[src/rtl/qif_pkg.sv]
// ----------------------------------------------------------------------------------------------
// qif_pkg
//   Constants and types shared between the QIF neuron and its consumers.
//   - qif_v_t : 8-bit two's-complement membrane voltage
//   - V_RESET : voltage the neuron snaps to after firing
//   - V_PEAK  : firing threshold
// ----------------------------------------------------------------------------------------------
package qif_pkg;

    typedef logic signed [7:0] qif_v_t;

    localparam qif_v_t V_RESET = -8'sd20;
    localparam qif_v_t V_PEAK  = 8'sd50;

endpackage

[src/rtl/qif_spike_detect.sv]
// ----------------------------------------------------------------------------------------------
// qif_spike_detect
//   Registers the membrane-voltage stream and flags a firing event: previous sample at or above
//   V_PEAK followed by a sample equal to V_RESET.
//   Ports:
//     clk            clock (posedge)
//     rst_n          synchronous reset, active-high
//     v_i            membrane voltage sample
//     spike_det_o    combinational detect for the sample currently on v_i
//     spike_pulse_o  registered one-cycle strobe, high the cycle after the reset sample
// ----------------------------------------------------------------------------------------------
module qif_spike_detect
    import qif_pkg::*;
(
    input  logic       clk,
    input  logic       rst_n,
    input  logic [7:0] v_i,
    output logic       spike_det_o,
    output logic       spike_pulse_o
);

    qif_v_t v_q;
    qif_v_t v_s;
    logic   spike_pulse_q;

    assign v_s         = qif_v_t'(v_i);
    assign spike_det_o = (v_q >= V_PEAK) && (v_s == V_RESET);

    always_ff @(posedge clk) begin
        if (rst_n) begin
            // Seeding with V_RESET guarantees no spike on the first sample after reset.
            v_q           <= V_RESET;
            spike_pulse_q <= 1'b0;
        end else begin
            v_q           <= v_s;
            spike_pulse_q <= spike_det_o;
        end
    end

    assign spike_pulse_o = spike_pulse_q;

endmodule

[src/rtl/qif_spike_decoder.sv]
// ----------------------------------------------------------------------------------------------
// qif_spike_decoder
//   Decodes the QIF spike train into a per-window spike count and the latest inter-spike
//   interval, delivered through a valid/ready output register.
//   Ports:
//     clk, rst_n            clock; synchronous active-high reset
//     enable                1 = decoding; 0 = idle with window/ISI state cleared
//     v_in                  membrane voltage (signed)
//     spike_pulse           one-cycle strobe per detected spike
//     out_valid/out_ready   result handshake
//     spike_count           spikes in the completed window (saturating)
//     last_isi              most recent ISI in cycles (saturating)
//     isi_valid             at least two spikes seen since enable rose
//     overrun               sticky: a window result was dropped
// ----------------------------------------------------------------------------------------------
module qif_spike_decoder
    import qif_pkg::*;
#(
    parameter int unsigned WINDOW = 256,
    parameter int unsigned CNT_W  = 8,
    parameter int unsigned ISI_W  = 12
) (
    input  logic             clk,
    input  logic             rst_n,
    input  logic             enable,
    input  logic [7:0]       v_in,
    output logic             spike_pulse,
    output logic             out_valid,
    input  logic             out_ready,
    output logic [CNT_W-1:0] spike_count,
    output logic [ISI_W-1:0] last_isi,
    output logic             isi_valid,
    output logic             overrun
);

    localparam int unsigned      WIN_W    = (WINDOW > 1) ? $clog2(WINDOW) : 1;
    localparam logic [WIN_W-1:0] WIN_LAST = WIN_W'(WINDOW - 1);
    localparam logic [CNT_W-1:0] CNT_MAX  = '1;
    localparam logic [ISI_W-1:0] ISI_MAX  = '1;

    localparam logic ST_IDLE = 1'b0;
    localparam logic ST_RUN  = 1'b1;

    logic             spike_det;
    logic             state_q, state_d;
    logic [WIN_W-1:0] win_q, win_d;
    logic [CNT_W-1:0] acc_q, acc_d, acc_inc;
    logic [ISI_W-1:0] isi_cnt_q, isi_cnt_d, isi_inc;
    logic [ISI_W-1:0] isi_reg_q, isi_reg_d;
    logic             seen_q, seen_d;
    logic             isi_ok_q, isi_ok_d;
    logic             out_valid_q, out_valid_d;
    logic [CNT_W-1:0] cnt_out_q, cnt_out_d;
    logic [ISI_W-1:0] isi_out_q, isi_out_d;
    logic             iv_out_q, iv_out_d;
    logic             overrun_q, overrun_d;
    logic             active, close;

    qif_spike_detect u_detect (
        .clk           (clk),
        .rst_n         (rst_n),
        .v_i           (v_in),
        .spike_det_o   (spike_det),
        .spike_pulse_o (spike_pulse)
    );

    // A RUN cycle with enable low is already treated as idle, so a window whose close cycle
    // sees enable low is aborted without a result.
    assign active  = (state_q == ST_RUN) && enable;
    assign close   = active && (win_q == WIN_LAST);
    assign acc_inc = (spike_det && (acc_q != CNT_MAX)) ? acc_q + CNT_W'(1) : acc_q;
    assign isi_inc = (isi_cnt_q != ISI_MAX) ? isi_cnt_q + ISI_W'(1) : isi_cnt_q;

    always_comb begin
        state_d     = enable ? ST_RUN : ST_IDLE;
        win_d       = '0;
        acc_d       = '0;
        isi_cnt_d   = '0;
        isi_reg_d   = '0;
        seen_d      = 1'b0;
        isi_ok_d    = 1'b0;
        out_valid_d = out_valid_q;
        cnt_out_d   = cnt_out_q;
        isi_out_d   = isi_out_q;
        iv_out_d    = iv_out_q;
        overrun_d   = overrun_q;

        if (active) begin
            win_d     = close ? '0 : win_q + WIN_W'(1);
            // A spike on the close cycle is part of acc_inc and so belongs to the closing window.
            acc_d     = close ? '0 : acc_inc;
            isi_cnt_d = isi_inc;
            isi_reg_d = isi_reg_q;
            seen_d    = seen_q;
            isi_ok_d  = isi_ok_q;
            if (spike_det) begin
                isi_cnt_d = '0;
                seen_d    = 1'b1;
                if (seen_q) begin
                    isi_reg_d = isi_inc;
                    isi_ok_d  = 1'b1;
                end
            end
        end

        if (close) begin
            if (!out_valid_q || out_ready) begin
                out_valid_d = 1'b1;
                cnt_out_d   = acc_inc;
                isi_out_d   = isi_reg_d;
                iv_out_d    = isi_ok_d;
            end else begin
                overrun_d = 1'b1;
            end
        end else if (out_valid_q && out_ready) begin
            out_valid_d = 1'b0;
        end
    end

    always_ff @(posedge clk) begin
        if (rst_n) begin
            state_q     <= ST_IDLE;
            win_q       <= '0;
            acc_q       <= '0;
            isi_cnt_q   <= '0;
            isi_reg_q   <= '0;
            seen_q      <= 1'b0;
            isi_ok_q    <= 1'b0;
            out_valid_q <= 1'b0;
            cnt_out_q   <= '0;
            isi_out_q   <= '0;
            iv_out_q    <= 1'b0;
            overrun_q   <= 1'b0;
        end else begin
            state_q     <= state_d;
            win_q       <= win_d;
            acc_q       <= acc_d;
            isi_cnt_q   <= isi_cnt_d;
            isi_reg_q   <= isi_reg_d;
            seen_q      <= seen_d;
            isi_ok_q    <= isi_ok_d;
            out_valid_q <= out_valid_d;
            cnt_out_q   <= cnt_out_d;
            isi_out_q   <= isi_out_d;
            iv_out_q    <= iv_out_d;
            overrun_q   <= overrun_d;
        end
    end

    assign out_valid   = out_valid_q;
    assign spike_count = cnt_out_q;
    assign last_isi    = isi_out_q;
    assign isi_valid   = iv_out_q;
    assign overrun     = overrun_q;

endmodule
[config.mk]
export PLATFORM = sky130hd
export DESIGN_NAME = qif_spike_decoder
export DESIGN_NICKNAME = d
export VERILOG_FILES = /design/src/rtl/qif_pkg.sv /design/src/rtl/qif_spike_detect.sv /design/src/rtl/qif_spike_decoder.sv
export SDC_FILE = /design/constraint.sdc
export NUM_CORES = 1
export LEC_CHECK = 0
export ABC_AREA = 1
export ABC_CLOCK_PERIOD_IN_PS = 1500
export BUFFER_PORTS_ARGS = -buffer_cell sky130_fd_sc_hd__clkbuf_2
export CORE_MARGIN = 3
export CORE_UTILIZATION = 40
export DETAILED_ROUTE_END_ITERATION = 6
export GPL_TIMING_DRIVEN = 0
export SETUP_SLACK_MARGIN = 0.3
export SKIP_CTS_REPAIR_TIMING = 1
export SYNTH_ARGS = -nofsm -noshare
export SYNTH_HDL_FRONTEND = slang
export SYNTH_SLANG_ARGS = --single-unit
[constraint.sdc]
create_clock -name clk -period 1.5 [get_ports clk]
set_input_delay 0.075 -clock clk [delete_from_list [all_inputs] [get_ports clk]]
set_output_delay 0.075 -clock clk [all_outputs]
set_load 0.05 [all_outputs]
### Word level (Yosys, flattened, before mapping)

Index checks and enable logic that the tools add are counted.

* reduce and logical (&&, ||, !) cells: 14
* add/sub/neg operators: 3
* $lt $le $gt $ge: 1
* bitwise operators: 2
* divide/modulo/power cells: 0
* muxes and demuxes: 12
* shifts and indexed selects: 0
* multipliers: 0
* eq/ne operators: 5

Operators by type and width (number)
* 12-bit two-way mux: 4
* 8-bit by 1-bit adder with 8-bit output, second input constant: 2
* 12-bit by 1-bit adder with 12-bit output, second input constant: 1
* 12-bit inequality test, second input constant: 1
* 8-bit by 6-bit == test with 1-bit output, second input constant: 1
* 8-bit == test, second input constant: 1
* 8-bit by 7-bit greater-or-equal comparator with 1-bit output, second input constant: 1
* 8-bit two-way mux: 1
* 8-bit inequality test, second input constant: 1
* 1-bit two-way mux: 7
* 2-bit AND reduction: 3
* 3-bit OR reduction: 2
* 1-bit logical AND: 5
* 2-bit by 1-bit inequality test with 1-bit output, second input constant: 1
* 1-bit inverter: 2
* 2-bit nonzero test: 1
* 2-bit OR reduction: 1
* 1-bit zero test: 1
* 1-bit logical OR: 1

* memories: 0
* logic and storage cells: 51
* memory bits (read-only): 0
* output and inout bits: 24
* bits in writable memories: 0
* latch bits: 0
* register bits after elaboration: 75

### Depth between registers and ports, before layout

* word-level depth: 5
* mapped depth: 12

### Cells and area by module

From an unflattened synthesis, not the netlist that was laid out.

* cells, all modules: 399
* area total of the unflattened synthesis: 3091.7 um^2

By module, submodules not included
* qif_spike_decoder: instances 1, area an instance 2807.7 um^2, cells each 363
* qif_spike_detect: instances 1, area an instance 284.0 um^2, cells each 36

### Worst setup path before layout

No wires, ideal clock.

* path kind: flip-flop to flip-flop
* start: reg out_valid_q (netlist: out_valid)
* end: reg isi_out_q[8] (netlist: last_isi[8])
* stages on the path, launching flop included: 7
* arrival: 1.471 ns
* setup time: 0.122 ns
* clock period less this slack: 1.593 ns
* path buffers: 1
* setup slack: -0.093 ns
* cell sequence: dfxtp_1 -> inv_1 -> nor2_1 -> nor2_8 -> buf_6 -> o21ai_0 -> a21oi_2

* longest elaborated chain between the ends: 3

Ends and longest elaborated chain
* start: declaration: line qif_spike_decoder.sv:52 `logic out_valid_q, out_valid_d;`
* start signal: assignment: line qif_spike_decoder.sv:142 `out_valid_q <= out_valid_d;`
* 1-bit zero test: line qif_spike_decoder.sv:107 `if (!out_valid_q || out_ready) begin`
* 1-bit logical OR: line qif_spike_decoder.sv:107
* 2-bit AND reduction (no source line)
* end signal: assignment: line qif_spike_decoder.sv:144 `isi_out_q <= isi_out_d;`
* end: declaration: line qif_spike_decoder.sv:54 `logic [ISI_W-1:0] isi_out_q, isi_out_d;`

No other way between the ends.
A chain may end at the register's enable or synchronous reset.

### Worst setup path in the final report

* start: reg win_q[0]
* end: reg iv_out_q (netlist: isi_valid)

* longest elaborated chain between the ends: 3

Ends and longest elaborated chain
* start: declaration: line qif_spike_decoder.sv:46 `logic [WIN_W-1:0] win_q, win_d;`
* start signal: assignment: line qif_spike_decoder.sv:136 `win_q <= win_d;`
* 8-bit == test: line qif_spike_decoder.sv:70 `assign close = active && (win_q == WIN_LAST);`
* 1-bit logical AND: line qif_spike_decoder.sv:70
* 2-bit AND reduction (no source line)
* end signal: assignment: line qif_spike_decoder.sv:145 `iv_out_q <= iv_out_d;`
* end: declaration: line qif_spike_decoder.sv:55 `logic iv_out_q, iv_out_d;`

No other way between the ends.

==> impl_metrics.tcl <==
set metrics [dict create \
    dp.cells 587 \
    core_area_mm2 0.00777 \
    path_cells "ha_4, nand2_2, inv_2, nand2_2, nor3_4, nand2_4, nor2_8, buf_8, o21ai_1, a21oi_1" \
    final.setup.worst_slack_ns -0.153 \
    end_kind "flop" \
    num_io_pins 36 \
    fmax_ghz 0.605 \
    root_buffer "clkbuf_8" \
    clkLatencyLatePin_ns 0.35 \
    cp_slowest_stage_delay_ns 0.37 \
    num-fill-cells 753 \
    tns_ns -3.60 \
    drt-total-wl_mm 7.98 \
    maxSlewHeadroom 0.570 \
    rows 32 \
    tightestPinTransition_ns 0.645 \
    cap_viol_max_count 0 \
    synth_nets 465 \
    syn_inst 450 \
    clk_pin_slew_ns 0.07 \
    power_density_mw_per_mm2 770 \
    route.detailed.drc 0 \
    vias 3012 \
    slew_viol_final 0 \
    whs_ns -0.00781 \
    cts_max_level 3 \
    power.total_w 0.00340 \
    post-route-period-util 1.10 \
    wire_per_inst_um 12.6 \
    hold_violations 1 \
    grt_first_pass_wirelength_mm 11.8 \
    drtIter0Drc 92 \
    syn_area_mm2 0.00321 \
    antenna_found_initial 0 \
    tritoncts "done" \
    multi_input_area_mm2 0.00182 \
    synth_cell_types 33 \
    final_common_cell "nand2_1" \
    cpMaxStageDelayCell "dfxtp_4" \
    cp_common_cell "nand2_2" \
    crit_type "flop to flop" \
    overflow 0 \
    setup_viol 43 \
    clockBufferDepth 2 \
    ir_worst_vdd_v 0.000407 \
    r2r_cells 10 \
    worstPathMaxFanout 7 \
    grt_pass1_vias 2598 \
    status "finished, violations left" \
    final-seq-area_mm2 0.00151 \
    layout.cells.non_filler 631 \
    die_h_um 95.6 \
    cts_buffers 9 \
    grt_use_total 0.167 \
    min_period_ns 1.65 \
    power.leakage_nw 1.83 \
    rsz0062_at_grt "true" \
    nNetsFinal 539 \
    synth_seq_cells 74 \
    violations "negative hold slack, negative setup slack" \
    viasPerCell 4.77 \
    grt_max_degree 13 \
    drive_above_1_share 0.352 \
    ant_nets 0 \
    place_congestion 0.778 \
    diodes 0 \
    placed_area_mm2 0.00363 \
    cp-start-kind "flop" \
    syn_area_per_cell_um2 7.14 \
    yosysSeqAreaShare 0.461 \
    io_buffers 35 \
    dieArea_mm2 0.00915 \
    clock-sinks 74 \
    required_ns 1.77 \
    path_buf_inv 2 \
    final_cell_mix "71 x nand2_1, 61 x dfxtp_1, 58 x inv_1" \
    firstDrtPassIters 4 \
    min_path_cells 3 \
    initial_utilization 0.414 \
    clock_skew_ns 0.0171 \
    critPathArrivalTime_ns 1.92 \
    yosysWarningCount 0 \
    crit_cells 10 \
    syn_to_final_growth_pct 37.6 \
    hp-class "input port to flop" \
    cp_top_family "simple AND/OR/NAND/NOR gates" \
    final_area_mm2 0.00442 \
    die_w_um 95.6 \
    dpl.hpwl_mm 5.44 \
]
[kinds of logic (layout without fill, tap and decap cells)]
family          Yosys count  count (layout)  synth area share
fa+ha+maj                 3               3            0.0117
compound gates           63              63             0.102
xor+xnor                  8               8            0.0218
simple gates            226             226             0.306
flops                    74              74             0.461
buf+inv                  76             155            0.0977
[stage by stage]
| stage | utilization | hold slack (ns) | setup slack [ns] |
|---|---|---|---|
| after floorplan | - | 0.171 | 0.0310 |
| after global placement | 0.468 | 0.296 | -0.168 |
| after detailed placement | 0.468 | 0.296 | -0.169 |
| after CTS | 0.488 | -0.0684 | -0.184 |
| after global routing | 0.569 | 0.0161 | -0.265 |
| final | 0.569 | -0.00781 | -0.153 |
[flip-flops by register name (all words and copies together) (netlist names), 7 cells and up]
register,cells
isi_cnt_q,12
isi_reg_q,12
last_isi,12
acc_q,8
spike_count,8
win_q,8
u_detect.v_q,7
[worst reg2reg max path: stages, from the launching register on]
cell and delay, ns:
dfxtp_4 0.37, ha_4 0.14, nand2_2 0.05, inv_2 0.07, nand2_2 0.07, nor3_4 0.19
nand2_4 0.12, nor2_8 0.22, buf_8 0.17, o21ai_1 0.09, a21oi_1 0.13
[layer usage]
metal | track usage | wire length [um]
met1 | 0.227 | 3850
met2 | 0.259 | 3800
met3 | 0.0292 | 192
met4 | 0.0746 | 139
met5 | 0 | 0
[area by class of cell]
class | count | area share
Multi-Input combinational cell | 300 | 0.411
Sequential cell | 74 | 0.341
Timing Repair Buffer | 63 | 0.103
Inverter | 65 | 0.0571
Clock buffer | 13 | 0.0314
Tap cell | 102 | 0.0289
Buffer | 11 | 0.0238
Clock inverter | 3 | 0.00368
[worst paths after layout]
kind | start | to | slack (ns)
worst max-delay path | win_q[0] | isi_valid | -0.15
worst min-delay path | v_in[1] | u_detect.v_q[1] | -0.008
worst max register to register | win_q[0] | isi_valid | -0.15
worst min register to register | win_q[0] | win_q[0] | 0.45
[power by group]
group / switching [W] / leakage (nW) / internal (W)
Clock: 0.000701 / 0.0817 / 0.000599
Sequential: 0.00000801 / 0.604 / 0.00197
Combinational: 0.0000775 / 1.14 / 0.0000486
Total: 0.000786 / 1.83 / 0.00262
[synthesized netlist by cell type, drive strengths merged]
master / n / area [um2]
nand2: 95 / 369
nor2: 80 / 327
dfxtp: 74 / 1480
inv: 64 / 243
a21oi: 33 / 169
nand3: 33 / 165
o21ai: 26 / 130
nand4: 10 / 62.6
buf: 7 / 52.5
xor2: 6 / 52.6
clkbuf: 4 / 15.0
or2: 4 / 25.0
ha: 3 / 37.5
nor3: 2 / 21.3
o21bai: 2 / 15.0
xnor2: 2 / 17.5
a31oi: 1 / 6.26
and3: 1 / 6.26
clkinv: 1 / 3.75
nand3b: 1 / 7.51
o21a: 1 / 7.51
Note: power is estimated with default switching activity, not from simulation.
